## src/rtl/lcd_capture.sv

```systemverilog
// lcd_capture: receive side of a DE-mode parallel RGB video link.
// Registers the incoming video and rebuilds (x, y) pixel coordinates from
// de and vsync. Pixels inside a programmable crop window go through a
// 4-entry first-word-fall-through FIFO to a valid/ready stream. The block
// also measures line length and line count, and keeps sticky error flags.
//
// Ports
//   clk, rst_n        pixel clock, asynchronous active-low reset
//   enable            capture enable, looked at only on vsync falling edges
//   clr_err           synchronous clear of err_format / err_overflow
//   vid_de/hsync/vsync/rgb  video input (syncs active low)
//   pix_valid/ready   output stream handshake
//   pix_data/x/y/sof/eol    FIFO head: pixel, window coordinates, markers
//   frame_done        one-cycle pulse when a captured frame ends
//   h_meas, v_meas    last completed line length / active line count
//   err_format        sticky line/frame length mismatch or counter saturation
//   err_overflow      sticky pixel dropped on a full FIFO
module lcd_capture #(
   parameter int H_DISP  = 800,
   parameter int V_DISP  = 480,
   parameter int X_START = 0,
   parameter int X_ZOOM  = 640,
   parameter int Y_START = 0,
   parameter int Y_ZOOM  = 480
) (
   input  logic        clk,
   input  logic        rst_n,
   input  logic        enable,
   input  logic        clr_err,
   input  logic        vid_de,
   input  logic        vid_hsync,
   input  logic        vid_vsync,
   input  logic [23:0] vid_rgb,
   output logic        pix_valid,
   input  logic        pix_ready,
   output logic [23:0] pix_data,
   output logic [10:0] pix_x,
   output logic [10:0] pix_y,
   output logic        pix_sof,
   output logic        pix_eol,
   output logic        frame_done,
   output logic [10:0] h_meas,
   output logic [10:0] v_meas,
   output logic        err_format,
   output logic        err_overflow
);

   typedef struct packed {
      logic [23:0] rgb;
      logic [10:0] x;
      logic [10:0] y;
      logic        sof;
      logic        eol;
   } pix_t;

   typedef enum logic [1:0] {S_IDLE, S_VSYNC, S_FRAME} state_t;

   localparam logic [11:0] HD   = 12'(H_DISP);
   localparam logic [11:0] VD   = 12'(V_DISP);
   localparam logic [11:0] XS   = 12'(X_START);
   localparam logic [11:0] YS   = 12'(Y_START);
   localparam logic [11:0] XZ   = 12'(X_ZOOM);
   localparam logic [11:0] YZ   = 12'(Y_ZOOM);
   localparam logic [11:0] XZL  = 12'(X_ZOOM - 1);
   localparam logic [10:0] CMAX = 11'h7FF;

   // ---------------- input stage ----------------
   logic        de_r, hs_r, vs_r, de_p, vs_p;
   logic [23:0] rgb_r;

   // Syncs reset to their inactive (high) level so leaving reset never
   // looks like a sync edge.
   always_ff @(posedge clk or negedge rst_n) begin
      if (!rst_n) begin
         de_r  <= 1'b0;
         hs_r  <= 1'b1;
         vs_r  <= 1'b1;
         rgb_r <= '0;
         de_p  <= 1'b0;
         vs_p  <= 1'b1;
      end else begin
         de_r  <= vid_de;
         hs_r  <= vid_hsync;
         vs_r  <= vid_vsync;
         rgb_r <= vid_rgb;
         de_p  <= de_r;
         vs_p  <= vs_r;
      end
   end

   // Line boundaries come from de alone; hsync is registered for alignment
   // with the other video signals and for monitoring only.
   logic unused_hs;
   assign unused_hs = hs_r;

   logic vs_fall, vs_rise, de_fall;
   assign vs_fall = vs_p & ~vs_r;
   assign vs_rise = ~vs_p & vs_r;
   assign de_fall = de_p & ~de_r;

   // ---------------- coordinate tracking ----------------
   state_t      state;
   logic [10:0] x, y;

   // Window-relative coordinates; bit 12 is the borrow (coordinate before
   // the window start).
   logic [12:0] xd, yd;
   logic        in_win;
   assign xd     = {2'b00, x} - {1'b0, XS};
   assign yd     = {2'b00, y} - {1'b0, YS};
   assign in_win = !xd[12] && (xd[11:0] < XZ) && !yd[12] && (yd[11:0] < YZ);

   logic in_frame, wr_req, fmt_set;
   assign in_frame = (state == S_FRAME);
   assign wr_req   = in_frame && !vs_fall && de_r && in_win;

   always_comb begin
      fmt_set = 1'b0;
      if (in_frame) begin
         if (vs_fall)      fmt_set = ({1'b0, y} != VD);
         else if (de_r)    fmt_set = (x == CMAX);
         else if (de_fall) fmt_set = ({1'b0, x} != HD) || (y == CMAX);
      end
   end

   always_ff @(posedge clk or negedge rst_n) begin
      if (!rst_n) begin
         state      <= S_IDLE;
         x          <= '0;
         y          <= '0;
         h_meas     <= '0;
         v_meas     <= '0;
         frame_done <= 1'b0;
      end else begin
         frame_done <= 1'b0;
         case (state)
            S_IDLE:  if (vs_fall && enable) state <= S_VSYNC;
            S_VSYNC: if (vs_rise) begin
               state <= S_FRAME;
               x     <= '0;
               y     <= '0;
            end
            S_FRAME: begin
               if (vs_fall) begin
                  v_meas     <= y;
                  frame_done <= 1'b1;
                  state      <= enable ? S_VSYNC : S_IDLE;
               end else if (de_r) begin
                  if (x != CMAX) x <= x + 11'd1;
               end else if (de_fall) begin
                  h_meas <= x;
                  x      <= '0;
                  if (y != CMAX) y <= y + 11'd1;
               end
            end
            default: state <= S_IDLE;
         endcase
      end
   end

   // ---------------- output FIFO ----------------
   pix_t       mem [4];
   logic [1:0] wp, rp;
   logic [2:0] cnt;
   logic       pop, push, drop, full;
   pix_t       wdata, head;

   assign full  = (cnt == 3'd4);
   assign pop   = (cnt != 3'd0) && pix_ready;
   // A full FIFO still takes the write when the head leaves the same cycle.
   assign push  = wr_req && (!full || pop);
   assign drop  = wr_req && full && !pop;

   assign wdata = '{rgb: rgb_r,
                    x:   xd[10:0],
                    y:   yd[10:0],
                    sof: (xd[11:0] == 12'd0) && (yd[11:0] == 12'd0),
                    eol: (xd[11:0] == XZL)};

   always_ff @(posedge clk or negedge rst_n) begin
      if (!rst_n) begin
         for (int i = 0; i < 4; i++) mem[i] <= '0;
         wp  <= '0;
         rp  <= '0;
         cnt <= '0;
      end else begin
         if (push) begin
            mem[wp] <= wdata;
            wp      <= wp + 2'd1;
         end
         if (pop) rp <= rp + 2'd1;
         if (push && !pop)      cnt <= cnt + 3'd1;
         else if (!push && pop) cnt <= cnt - 3'd1;
      end
   end

   assign head      = mem[rp];
   assign pix_valid = (cnt != 3'd0);
   assign pix_data  = head.rgb;
   assign pix_x     = head.x;
   assign pix_y     = head.y;
   assign pix_sof   = head.sof;
   assign pix_eol   = head.eol;

   // ---------------- sticky errors: a new error beats clr_err ----------------
   always_ff @(posedge clk or negedge rst_n) begin
      if (!rst_n) begin
         err_format   <= 1'b0;
         err_overflow <= 1'b0;
      end else begin
         if (fmt_set)      err_format <= 1'b1;
         else if (clr_err) err_format <= 1'b0;
         if (drop)         err_overflow <= 1'b1;
         else if (clr_err) err_overflow <= 1'b0;
      end
   end

endmodule
```

## config.mk

```make
export PLATFORM = sky130hd
export DESIGN_NAME = lcd_capture
export DESIGN_NICKNAME = d
export VERILOG_FILES = /design/src/rtl/lcd_capture.sv
export SDC_FILE = /design/constraint.sdc
export NUM_CORES = 1
export LEC_CHECK = 0
export ABC_AREA = 1
export CAP_MARGIN = 10
export CELL_PAD_IN_SITES_DETAIL_PLACEMENT = 0
export CELL_PAD_IN_SITES_GLOBAL_PLACEMENT = 2
export CORE_MARGIN = 2
export CORE_UTILIZATION = 25
export DETAILED_ROUTE_END_ITERATION = 10
export GPL_ROUTABILITY_DRIVEN = 0
export HOLD_SLACK_MARGIN = 0.06
export PLACE_DENSITY = 0.7
export SYNTH_ARGS = -nofsm -noshare
export SYNTH_HDL_FRONTEND = slang
export SYNTH_SLANG_ARGS = --single-unit
```

## constraint.sdc

```tcl
create_clock -name clk -period 2.4 [get_ports clk]
set_input_delay 0.6 -clock clk [delete_from_list [all_inputs] [get_ports clk]]
set_output_delay 0.6 -clock clk [all_outputs]
set_load 0.01 [all_outputs]
```

; ---- Word-level counts from Yosys, hierarchy flattened
; Index checks and enable logic that the tools add are counted.
[word_totals]
register_bits = 276
latch_bits = 0
mem_bits_rw = 0
romBits = 0
in_bits = 32
out_inout_bits = 74
wordCells = 140
memories = 0
[classes]
addsub = 6
mul = 0
n_div = 0
order_cmp = 5
n_eq_ne = 19
shifts = 0
mux = 33
bitwise = 9
n_reduce_logical = 32
[ops]
columns = operator, n
row1 = 192-bit bitwise mux, 1
row2 = 48-bit two-way mux, 3
row3 = 11-bit two-way mux, 9
row4 = 48-bit binary-select mux with 2-bit select, 1
row5 = 48-bit demux with 2-bit select, 1
row6 = 11-bit one-hot mux with 2 select lines, 2
row7 = 12-bit logical NOT, 2
row8 = 11-bit by 1-bit adder with 11-bit output (second input constant), 2
row9 = 11-bit equality test (second input constant), 2
row10 = 11-bit != test (second input constant), 2
row11 = 1-bit logical AND, 13
row12 = 2-bit != test (second input constant), 6
row13 = 11-bit by 10-bit equality test with 1-bit output (second input constant), 1
row14 = 11-bit by 10-bit less-than comparator with 1-bit output (second input constant), 1
row15 = 11-bit by 9-bit less-than comparator with 1-bit output (second input constant), 1
row16 = 11-bit by 10-bit != test with 1-bit output (second input constant), 1
row17 = 11-bit by 9-bit != test with 1-bit output (second input constant), 1
row18 = 1-bit two-way mux, 10
row19 = 2-bit nonzero test, 4
row20 = 3-bit >= comparator (second input constant), 2
row21 = 2-bit two-way mux, 3
row22 = 3-bit two-way mux, 2
row23 = 2-bit NOT with 3-bit output, 2
row24 = 2-bit one-hot mux with 3 select lines, 1
row25 = 21 further kinds, 31

; ---- Depth between registers and ports, before layout
; Gate-level depths: netlist (run 1).
[logic_depth]
ltp_word = 11
depth_mapped = 13
mapped_depth_nobuf = 13

; ---- Least setup slack after synthesis (run 1)
; OpenSTA, ideal clock, no wires.
[synth_path]
path_kind = register to register
startpoint = reg vs_r
endpoint = reg cnt[2]
setup_time_ns = 0.131
arrival_time_ns = 2.133
t_required_ns = 2.269
setup_slack_ns = 0.137
stages_incl_launch_ff = 13
path_buffers = 0
synth_period_minus_slack_ns = 2.263
cell_sequence = dfstp_2 inv_1 nand2_1 nand2_1 nor2_1 nand3_4 inv_4 ha_1 inv_1 fa_1 a21oi_1 o21ai_0 xor2_1
[synth_via]
elab_chain_len = 10
word_cells_on_any_way = 12
cone_classes = mux: 1 / bitwise: 2 / reduce/logical: 9
[synth_rtl]
columns = element, line_no
row1 = start: declaration, 68  ; logic de_r, hs_r, vs_r, de_p, vs_p;
row2 = start signal: assignment, 84  ; vs_r <= vid_vsync;
row3 = 1-bit NOT *, 97  ; assign vs_fall = vs_p & ~vs_r;
row4 = 1-bit bitwise AND *, 97
row5 = 1-bit logical NOT *, 115  ; assign wr_req = in_frame && !vs_fall && de_r && in_win;
row6 = 1-bit logical AND * (3 in a row), 115
row7 = 1-bit logical AND *, 171  ; assign push = wr_req && (!full || pop);
row8 = named net push, 165  ; logic pop, push, drop, full;
row9 = 1-bit logical NOT, 193  ; else if (!push && pop) cnt <= cnt - 3'd1;
row10 = 1-bit logical AND, 193
row11 = 2-bit nonzero test (no source line), --
row12 = end signal: assignment, 192  ; if (push && !pop) cnt <= cnt + 3'd1;
row13 = end signal: assignment, 193
row14 = end: declaration, 164  ; logic [2:0] cnt;
; The timed path passes the listed nets; every way through them passes the cells marked *.
; A chain may end at the register's enable or synchronous reset.

; ---- Worst setup path after layout (run 1)
[layout_path]
startpoint = reg rp[0]
endpoint = out pix_y[9]
[layout_via]
elab_chain_len = 4
[layout_rtl]
columns = element, line_no
row1 = start: declaration, 163  ; logic [1:0] wp, rp;
row2 = start signal: assignment, 191  ; if (pop) rp <= rp + 2'd1;
row3 = 2-bit NOT with 3-bit output (not written as such), 197  ; assign head = mem[rp];
row4 = 48-bit binary-select mux with 2-bit select, 197
row5 = 48-bit two-way mux (not written as such) (2 in a row), 197
row6 = end: declaration, 38  ; output logic [10:0] pix_y,
; Every way passes these cells. The select of a mux whose other input is x is not followed.

==> results.ini, run 1 <==
[layout]
antenna_diode_count = 0
syn_to_final_growth_pct = 35.6
finalNetCount = 1692
final_layout_size_suffix_gt1_frac = 0.201
final_core_util = 0.341

[logic_synthesis]
ys_async_sr_fraction = 1.00
synth_cell_types = 32
synthesized_cell_area_sq_um = 12200
syn_area_per_cell_sq_um = 8.12
yosys_register_bits = 276
synthCells = 1508
number_of_flops_mapped_to_enable_cells_by_yosys = 0
synth_flop_cell = dfrtp_1
yosys_warnings = 0
synth.yosys.seq_area_share = 0.564
syn_nets = 1550

[global_routing]
grt_first_pass_wirelength_um = 62400
grt_residual_overflow = 0
grt_antenna_before_repair = 0
grt_pass1_vias = 10700
grt_usage = 0.160
grt_start_max_net_pins = 63

[critical_path]
critPathMaxStageDelay_ps = 520
critical_path_required_ps = 1800
cp_arrival_ps = 1930
setup.worst_path.end_class = primary output
worstPathCellList = clkinv_8 > buf_12 > buf_16 > buf_12 > o21ai_4 > o22ai_2 > buf_2
crit_family = buffers and inverters
critical_path_class = register to primary output
worst-r2r-setup-slack_ps = 190
critical_path_buf_inv_count = 5
slowest_stage = dfrtp_4
worst_setup_path_start_kind = register
timing.critical_path.fanout_max = 7
cp_common_cell = buf_12

[clocking]
cts.reportedPaths.clkPinSlew_ps = 60
cts_tree = yes
worst_skew_late_latency_ps = 540
root_driver = clkbuf_16
cts.sinks = 276
clock_path_buffers = 3
cts_buffers = 35
cts_h_tree_lvls = 2

[floorplan]
io_pins = 106
row_count = 81
placeableCoreArea_sq_um = 48600
design.die.area_sq_um = 50800
die_width_um = 225
chipHeight_um = 225
starting_density_of_the_core = 0.252

[sta]
timing.final.ws_setup_ps = -134
headroom_to_the_max_slew_limit = 0.578
final_hold_viol_count = 0
worst_pin_slew_ps = 632
grt_setup_unrepaired = true
fin_skew_ps = 15.0
post-route-period-util = 1.06
max_clock_freq_mhz = 395
setup_viol = 44
min_period_ps = 2530
finalMaxSlewViolations = 0

[detailed_routing]
dr.pass1.iters = 5
final_antenna_net_count = 0
detail_route.wl_per_cell_um = 17.3
detail_route.wirelength_um = 39700
remaining_drc_errors = 0
vias = 10200
viasPerCell = 4.45
drt-initial-drc-count = 538

[power_and_ir_drop]
ir_drop_worst_vdd_uv = 541
cellPowerDensity_nw_per_um2 = 1160
power.static_leakage_nw = 8.13
design_power_total_mw = 19.3

[place]
dp_hpwl_um = 23200
number_of_port_buffers = 104
placement.setup.worst_slack_ps = -222

[min_path]
timing.hold.worst.class = register to register

[run_status]
status = finished, violations left
violated_checks = setup timing

[job]
drv.max_cap_violation_count = 0

==> final cells by class <==
cell class,count,area (sq um)
multi-input cells,1074,5140
repair buffers,202,2240
well taps,622,778
fillers,5064,32000
clock buffers,52,1080
flip-flops and latches,276,6910
inverters,61,251
clock inverters,10,200
==> per-stage QoR <==
stage / setup TNS [ps] / std cells / hold slack [ps] / cell area [sq um]
2_1_floorplan: 0 / 1508 / 304 / 12200
3_3_place_gp: -438 / 2213 / 373 / 14500
3_5_place_dp: -358 / 2213 / 379 / 14500
4_1_cts: -5100 / 2291 / 386 / 16200
5_1_grt: -6140 / 2297 / 394 / 16600
6_report: -2410 / 2297 / 385 / 16600
==> worst paths after layout <==
kind | depth (start not counted) | end | from
worst min-delay path | 0 | vs_p | vs_r
max in group asynchronous | 3 | mem[140] | rst_n
worst min register to register | 0 | vs_p | vs_r
min in group asynchronous | 2 | mem[190] | rst_n
worst max-delay path | 7 | pix_y[9] | rp[0]
worst max register to register | 12 | cnt[2] | vs_r
==> power breakdown <==
group          leakage [nW]  total, mW  internal [mW]  switching (mW)
clock                 0.634       5.83           3.75            2.08
sequential             3.71       6.05           5.47           0.574
combinational          3.78       7.43           3.41            4.02
total                  8.13       19.3           12.6            6.67
==> repair_timing <==
item                                    4_1_cts  5_1_grt
pin swaps                                    34       36
hold buffers                                  1        0
endpoints found under the setup margin       49       49
gates resized for setup                     327      103
hold endpoints to repair                     34        0
gates cloned                                  7        0
buffers inserted                             11        9
==> routing by layer <==
layer | routed length, um | part of all wire | track usage
met5 | 0 | 0 | 0
met4 | 622 | 0.016 | 0.0365
met3 | 1670 | 0.042 | 0.0321
met2 | 18500 | 0.47 | 0.263
met1 | 18900 | 0.48 | 0.216
==> worst register-to-register path, stage by stage (launching register included) <==
cell     delay, ps
dfstp_2        550
inv_1           40
nand2_1         90
nand2_1        110
nor2_2         180
nand3_4        110
inv_4           60
ha_1           120
inv_1           60
fa_1           380
a21oi_1        140
o21ai_0        110
xor2_1         150
==> logic make-up after synthesis <==
family	synth area share
compound gates	0.0885
mux	0.000919
flops	0.564
simple gates	0.274
xor+xnor	0.00286
buf+inv	0.0586
fa+ha+maj	0.0108
==> state kept, by name, indices dropped and copies added, names as in the netlist <==
name and cells:
cnt 3, rp 2, x 11, frame_done 1, h_meas 11, wp 2
state 2, de_r 1, y 11, mem 192, err_format 1, vs_p 1
rgb_r 24, err_overflow 1, vs_r 1, de_p 1, v_meas 11
==> synthesized netlist by cell type, types with 6 or more instances <==
cell type | n | area [sq um]
buf_2 | 32 | 160
inv_2 | 15 | 56.3
o21ai_0 | 147 | 736
nor2_1 | 129 | 484
nand3_1 | 34 | 170
nand4_1 | 17 | 106
inv_1 | 44 | 165
o22ai_1 | 48 | 300
buf_4 | 6 | 45.0
clkbuf_1 | 51 | 191
nand2_1 | 664 | 2490
ha_1 | 9 | 113
dfrtp_1 | 274 | 6860
buf_6 | 8 | 90.1
==> cells in the final DEF, fill, tap and decap left out, types with 17 or more instances in the layout <==
cell	instances
o21ai_2	31
clkbuf_16	37
buf_2	35
o21ai_1	40
nand4_1	17
buf_4	43
nand2_1	660
nand3_1	34
clkdlybuf4s50_1	54
inv_1	43
dfrtp_1	272
buf_12	32
buf_6	23
o21ai_0	70
o22ai_2	30
nor2_2	24
nor2_1	99
No activity file was read; power rests on OpenSTA's default activity.
==> run 2: changes to the inputs <==
Settings changed: CAP_MARGIN 10 to unset.
==> results of run 2 <==
No change in the layout: final DEF, timing and power equal those of run 1.
